[src/rtl/banco_registradores_pkg.sv]
// Shared constants and types for the register file / ALU write-back slice.
package banco_registradores_pkg;

    localparam int LARGURA  = 32;
    localparam int NUM_REGS = 32;
    localparam int ADDR_W   = 5;

    localparam logic [ADDR_W-1:0] REG_ZERO = 5'd0;

    // One in-flight ALU op waiting for its result to come back.
    typedef struct packed {
        logic              pendente;
        logic [ADDR_W-1:0] rd_pend;
        logic              hilo_pend;
    } pend_t;

endpackage

[src/rtl/banco_registradores_memoria.sv]
// memoria_registradores: flop array, two async reads, ALU and external write ports.
// The ALU write port always wins over the external port on an address collision.
module memoria_registradores
    import banco_registradores_pkg::*;
#(
    parameter int LARGURA  = banco_registradores_pkg::LARGURA,
    parameter int NUM_REGS = banco_registradores_pkg::NUM_REGS
) (
    input  logic               clock,
    input  logic               reset,
    input  logic [ADDR_W-1:0]  addr_a,
    input  logic [ADDR_W-1:0]  addr_b,
    output logic [LARGURA-1:0] data_a,
    output logic [LARGURA-1:0] data_b,
    input  logic               we_alu,
    input  logic [ADDR_W-1:0]  addr_alu,
    input  logic [LARGURA-1:0] data_alu,
    input  logic               we_ext,
    input  logic [ADDR_W-1:0]  addr_ext,
    input  logic [LARGURA-1:0] data_ext
);

    logic [LARGURA-1:0] mem [NUM_REGS];

    always_ff @(posedge clock) begin
        if (reset) begin
            for (int i = 0; i < NUM_REGS; i++) begin
                mem[i] <= '0;
            end
        end else begin
            mem[0] <= '0;
            for (int i = 1; i < NUM_REGS; i++) begin
                if (we_alu && addr_alu == ADDR_W'(i)) begin
                    mem[i] <= data_alu;
                end else if (we_ext && addr_ext == ADDR_W'(i)) begin
                    mem[i] <= data_ext;
                end
            end
        end
    end

    assign data_a = (addr_a == REG_ZERO) ? '0 : mem[addr_a];
    assign data_b = (addr_b == REG_ZERO) ? '0 : mem[addr_b];

endmodule

[src/rtl/banco_registradores.sv]
// Register file plus one-stage ALU write-back and HI/LO pair.
// Define BANCO_BYPASS_EN to forward saidaULA to pending reads instead of flagging conflito.
module banco_registradores
    import banco_registradores_pkg::*;
#(
    parameter int LARGURA  = banco_registradores_pkg::LARGURA,
    parameter int NUM_REGS = banco_registradores_pkg::NUM_REGS
) (
    input  logic               clock,
    input  logic               reset,
    input  logic [ADDR_W-1:0]  enderecoRS,
    input  logic [ADDR_W-1:0]  enderecoRT,
    output logic [LARGURA-1:0] RS,
    output logic [LARGURA-1:0] RT,
    input  logic               emiteOP,
    input  logic [ADDR_W-1:0]  enderecoRD,
    input  logic               escreveHILO,
    input  logic [LARGURA-1:0] saidaULA,
    input  logic [LARGURA-1:0] saidaHI,
    input  logic [LARGURA-1:0] saidaLO,
    input  logic               escreveExt,
    input  logic [ADDR_W-1:0]  enderecoExt,
    input  logic [LARGURA-1:0] dadoExt,
    output logic [LARGURA-1:0] HI,
    output logic [LARGURA-1:0] LO,
    output logic               conflito
);

    pend_t              pend;
    logic               wb_en;
    logic               hit_rs;
    logic               hit_rt;
    logic [LARGURA-1:0] rs_raw;
    logic [LARGURA-1:0] rt_raw;

    always_ff @(posedge clock) begin
        if (reset) begin
            pend <= '0;
        end else begin
            pend.pendente  <= emiteOP;
            pend.rd_pend   <= enderecoRD;
            pend.hilo_pend <= escreveHILO;
        end
    end

    always_ff @(posedge clock) begin
        if (reset) begin
            HI <= '0;
            LO <= '0;
        end else if (pend.pendente && pend.hilo_pend) begin
            HI <= saidaHI;
            LO <= saidaLO;
        end
    end

    // Writes to r0 are dropped here so they never block an external write.
    assign wb_en  = pend.pendente && (pend.rd_pend != REG_ZERO);
    assign hit_rs = wb_en && (enderecoRS == pend.rd_pend);
    assign hit_rt = wb_en && (enderecoRT == pend.rd_pend);

    memoria_registradores #(
        .LARGURA  (LARGURA),
        .NUM_REGS (NUM_REGS)
    ) u_memoria (
        .clock    (clock),
        .reset    (reset),
        .addr_a   (enderecoRS),
        .addr_b   (enderecoRT),
        .data_a   (rs_raw),
        .data_b   (rt_raw),
        .we_alu   (wb_en),
        .addr_alu (pend.rd_pend),
        .data_alu (saidaULA),
        .we_ext   (escreveExt),
        .addr_ext (enderecoExt),
        .data_ext (dadoExt)
    );

`ifdef BANCO_BYPASS_EN
    always_comb begin
        RS       = hit_rs ? saidaULA : rs_raw;
        RT       = hit_rt ? saidaULA : rt_raw;
        conflito = 1'b0;
    end
`else
    always_comb begin
        RS       = rs_raw;
        RT       = rt_raw;
        conflito = hit_rs || hit_rt;
    end
`endif

endmodule

[config.mk]
export PLATFORM = sky130hd
export DESIGN_NAME = banco_registradores
export DESIGN_NICKNAME = d
export VERILOG_FILES = /design/src/rtl/banco_registradores_pkg.sv /design/src/rtl/banco_registradores_memoria.sv /design/src/rtl/banco_registradores.sv
export SDC_FILE = /design/constraint.sdc
export NUM_CORES = 2
export LEC_CHECK = 0
export CORE_MARGIN = 1.5
export CORE_UTILIZATION = 44
export CTS_BUF_LIST = sky130_fd_sc_hd__clkbuf_2
export CTS_CLUSTER_SIZE = 40
export DETAILED_ROUTE_END_ITERATION = 10
export PLACE_DENSITY_LB_ADDON = 0.1
export SKIP_CTS_REPAIR_TIMING = 1
export SKIP_LAST_GASP = 1
export SYNTH_ARGS = -nofsm -noshare
export SYNTH_HDL_FRONTEND = slang
export SYNTH_SLANG_ARGS = --single-unit
[constraint.sdc]
create_clock -name clock -period 4.9 [get_ports clock]
set_input_delay 1.225 -clock clock [delete_from_list [all_inputs] [get_ports clock]]
set_output_delay 1.225 -clock clock [all_outputs]
set_load 0.1 [all_outputs]
==> flow_summary.toml <==
[synth]
ys_ff_latch = 1063
async_flop_share_pct = 0
syn-instance-count = 4158
synth_edf_count = 992
netlist-cell-type-count = 49
ys.flop_type = "edfxtp_1"
synth_warnings = 0
avgSynthCellArea_um2 = 14.6
syn-cell-area_um2 = 60700
syn_nets = 4311
synth_seq_area_share_pct = 51.4

[sta]
drv_slew = 0
setup_violations = 6
min_period_ns = 4.95
maxSlewHeadroom_pct = 7.89
finalSetupTns_ns = -0.180
setup_ws_ns = -0.0481
rsz0062_at_grt = "yes"
tightestPinTransition_ns = 1.38
fmax_mhz = 202
skew_ns = 0.0821
period_share_pct = 101
hold_viol_final = 0

[status]
failed_checks = "setup timing"
status = "complete, but fails checks"

[routing]
first_pass_iters = 5
detail-route-antenna-nets = 0
via_per_inst = 7.09
drc_errors = 0
via_count = 46500
wl_per_cell_um = 40.6
wirelength_um = 266000
initialDrtViolationCount = 6660

[die]
die_h_um = 374
die_area_um2 = 140000
rows = 136
die_w_um = 374
coreArea_um2 = 137000
boundaryPins = 282
initial_core_util_pct = 44.3

[min_path]
hp-class = "primary input to register"
holdPathStages = 2

[pwr]
p_leak_nw = 26.2
finalPower_mw = 21.3
vdd_ir_drop_max_v = 0.000269
power.internal_mw = 14.5
power_frac_seq_pct = 49.8
pwr-share-clk_pct = 30.4
power.density_nw_per_um2 = 299
power_switching_mw = 6.83
p_comb_share_pct = 19.8
sw_frac_of_total_pct = 32.0

[worst_setup_path]
r2r_cells = 6
end_kind = "output port"
cp.depth = 4
critPathMaxFanout = 2
cp_slowest_cell = "mux4_2"
critPathLaunchType = "register"
crit_buf_inv = 1
crit_family = "multiplexers"
path_cells = "mux4_2, mux4_2, mux2_4, buf_12"
path_common_cell = "mux4_2"
max_stage_delay_ns = 0.50
crit_arrival_ns = 3.72
path_class = "register to output port"
critPathRequiredTime_ns = 3.67

[grt]
grt_pass1_vias = 45100
antenna_found_initial = 13
grt_max_degree = 101
grt_pass1_wl_um = 361000
grt_use_total_pct = 37.2
overflow = 0

[layout]
drive_gt1_share_pct = 41.1
fin_nets = 4710
layout_common_cells = "edfxtp_1, a22o_1, mux2_2"
final_common_cell = "edfxtp_1"
syn_to_final_growth_pct = 17.6

[cts]
htreeDepth = 5
clkSlewWorstSetupHoldPaths_ns = 0.11
clock_sinks = 1063
cts_buffers = 305
clockBufferDepth = 4
cts_tree = "yes"
clk_latency_ns = 1.79
root_buffer = "clkbuf_2"

[placed_design]
gp_congestion = 0.990
hpwl_um = 163000
portBuffers = 281

[job]
cap_violations = 0
-- worst register-to-register path, stage by stage, from the launching register on --
cell      delay [ns]
dfxtp_1         0.62
buf_4           0.29
nand2b_1        0.19
or4_2           0.90
a21oi_4         0.23
buf_4           0.75
o221a_1         0.36
-- Yosys cell counts (5+ instances only) --
cell type	number	area (µm²)
buf_1	65	244
mux2_1	47	529
mux4_2	452	10200
mux2_2	514	5790
clkbuf_1	347	1300
mux2i_1	103	1030
a22o_1	523	4580
nand2b_1	10	62.6
a211o_1	33	289
nor2_1	118	443
nand4_1	6	37.5
dfxtp_1	71	1420
o22ai_1	57	357
o21ai_0	65	325
nor4_1	5	31.3
nor3_1	52	260
o221a_1	30	338
nand2_1	183	687
buf_2	167	836
a221oi_1	18	158
nor2b_1	48	300
nand3_1	25	125
or3_1	24	150
xor2_1	6	52.6
edfxtp_1	992	29800
a21oi_1	65	325
o31a_1	18	158
a22oi_1	69	518
-- power by group through the flow --
stage / Combinational (mW) / Sequential [mW] / Clock [mW]
2_1_floorplan: 2.35 / 10.8 / 0
3_3_place_gp: 4.04 / 10.8 / 0
3_5_place_dp: 4.06 / 10.8 / 0
4_1_cts: 4.07 / 10.6 / 6.55
5_1_grt: 4.32 / 10.7 / 7.00
6_report: 4.23 / 10.6 / 6.49
-- worst paths after layout --
path	from	endpoint	slack, ns
max reg2reg	pend[6]	u_memoria.mem[16][16]	1.40
min reg2reg	LO[17]	LO[17]	0.46
min	emiteOP	pend[6]	0.07
max	u_memoria.mem[19][15]	RS[15]	-0.05
-- per-stage QoR --
stage | util [%] | std cells | area [µm²] | worst slack [ns] | hold WS [ns]
4_1_cts | 51.4 | 6480 | 70400 | -0.453 | -0.188
3_3_place_gp | 49.5 | 5977 | 67900 | 0.0748 | 0.442
5_1_grt | 52.1 | 6555 | 71400 | -0.222 | -0.0258
2_1_floorplan | - | 4158 | 60700 | 0.169 | 0.652
6_report | 52.1 | 6561 | 71400 | -0.0481 | 0.0682
3_5_place_dp | 49.5 | 5977 | 67900 | 0.0774 | 0.446
-- cells by family after synthesis --
group / count (synthesis) / share of synthesized area [%]
buffers and inverters: 584 / 4.00
xor gates and xnor gates: 10 / 0.144
DFF: 1063 / 51.4
and+or+nand+nor: 498 / 3.83
AOI/OAI and AO/OA: 887 / 11.7
muxes: 1116 / 28.9
-- area by class of cell --
type,instances,area [µm²]
diodes,14,35.0
clock buffers,441,2210
clock inverters,62,294
fillers,11600,65700
inverters,1,3.75
multi-input cells,2511,27800
flip-flops and latches,1063,31200
well taps,1794,2240
repair buffers,675,7620
-- state kept, by name (all words and copies together) (netlist names) --
register       flops
u_memoria.mem    992
HI                32
LO                32
pend               7
-- metal layers --
metal,share of wire (%),track usage [%],wire (µm),vias to the layer above
met3,13,12.6,34600,769
met5,0.069,0.515,183,-
met1,37,49.1,99800,24100
met2,43,53.9,115000,3647
li1,-,-,-,18000
met4,6.3,20.4,16700,13
No activity file was read; power rests on OpenSTA's default activity.
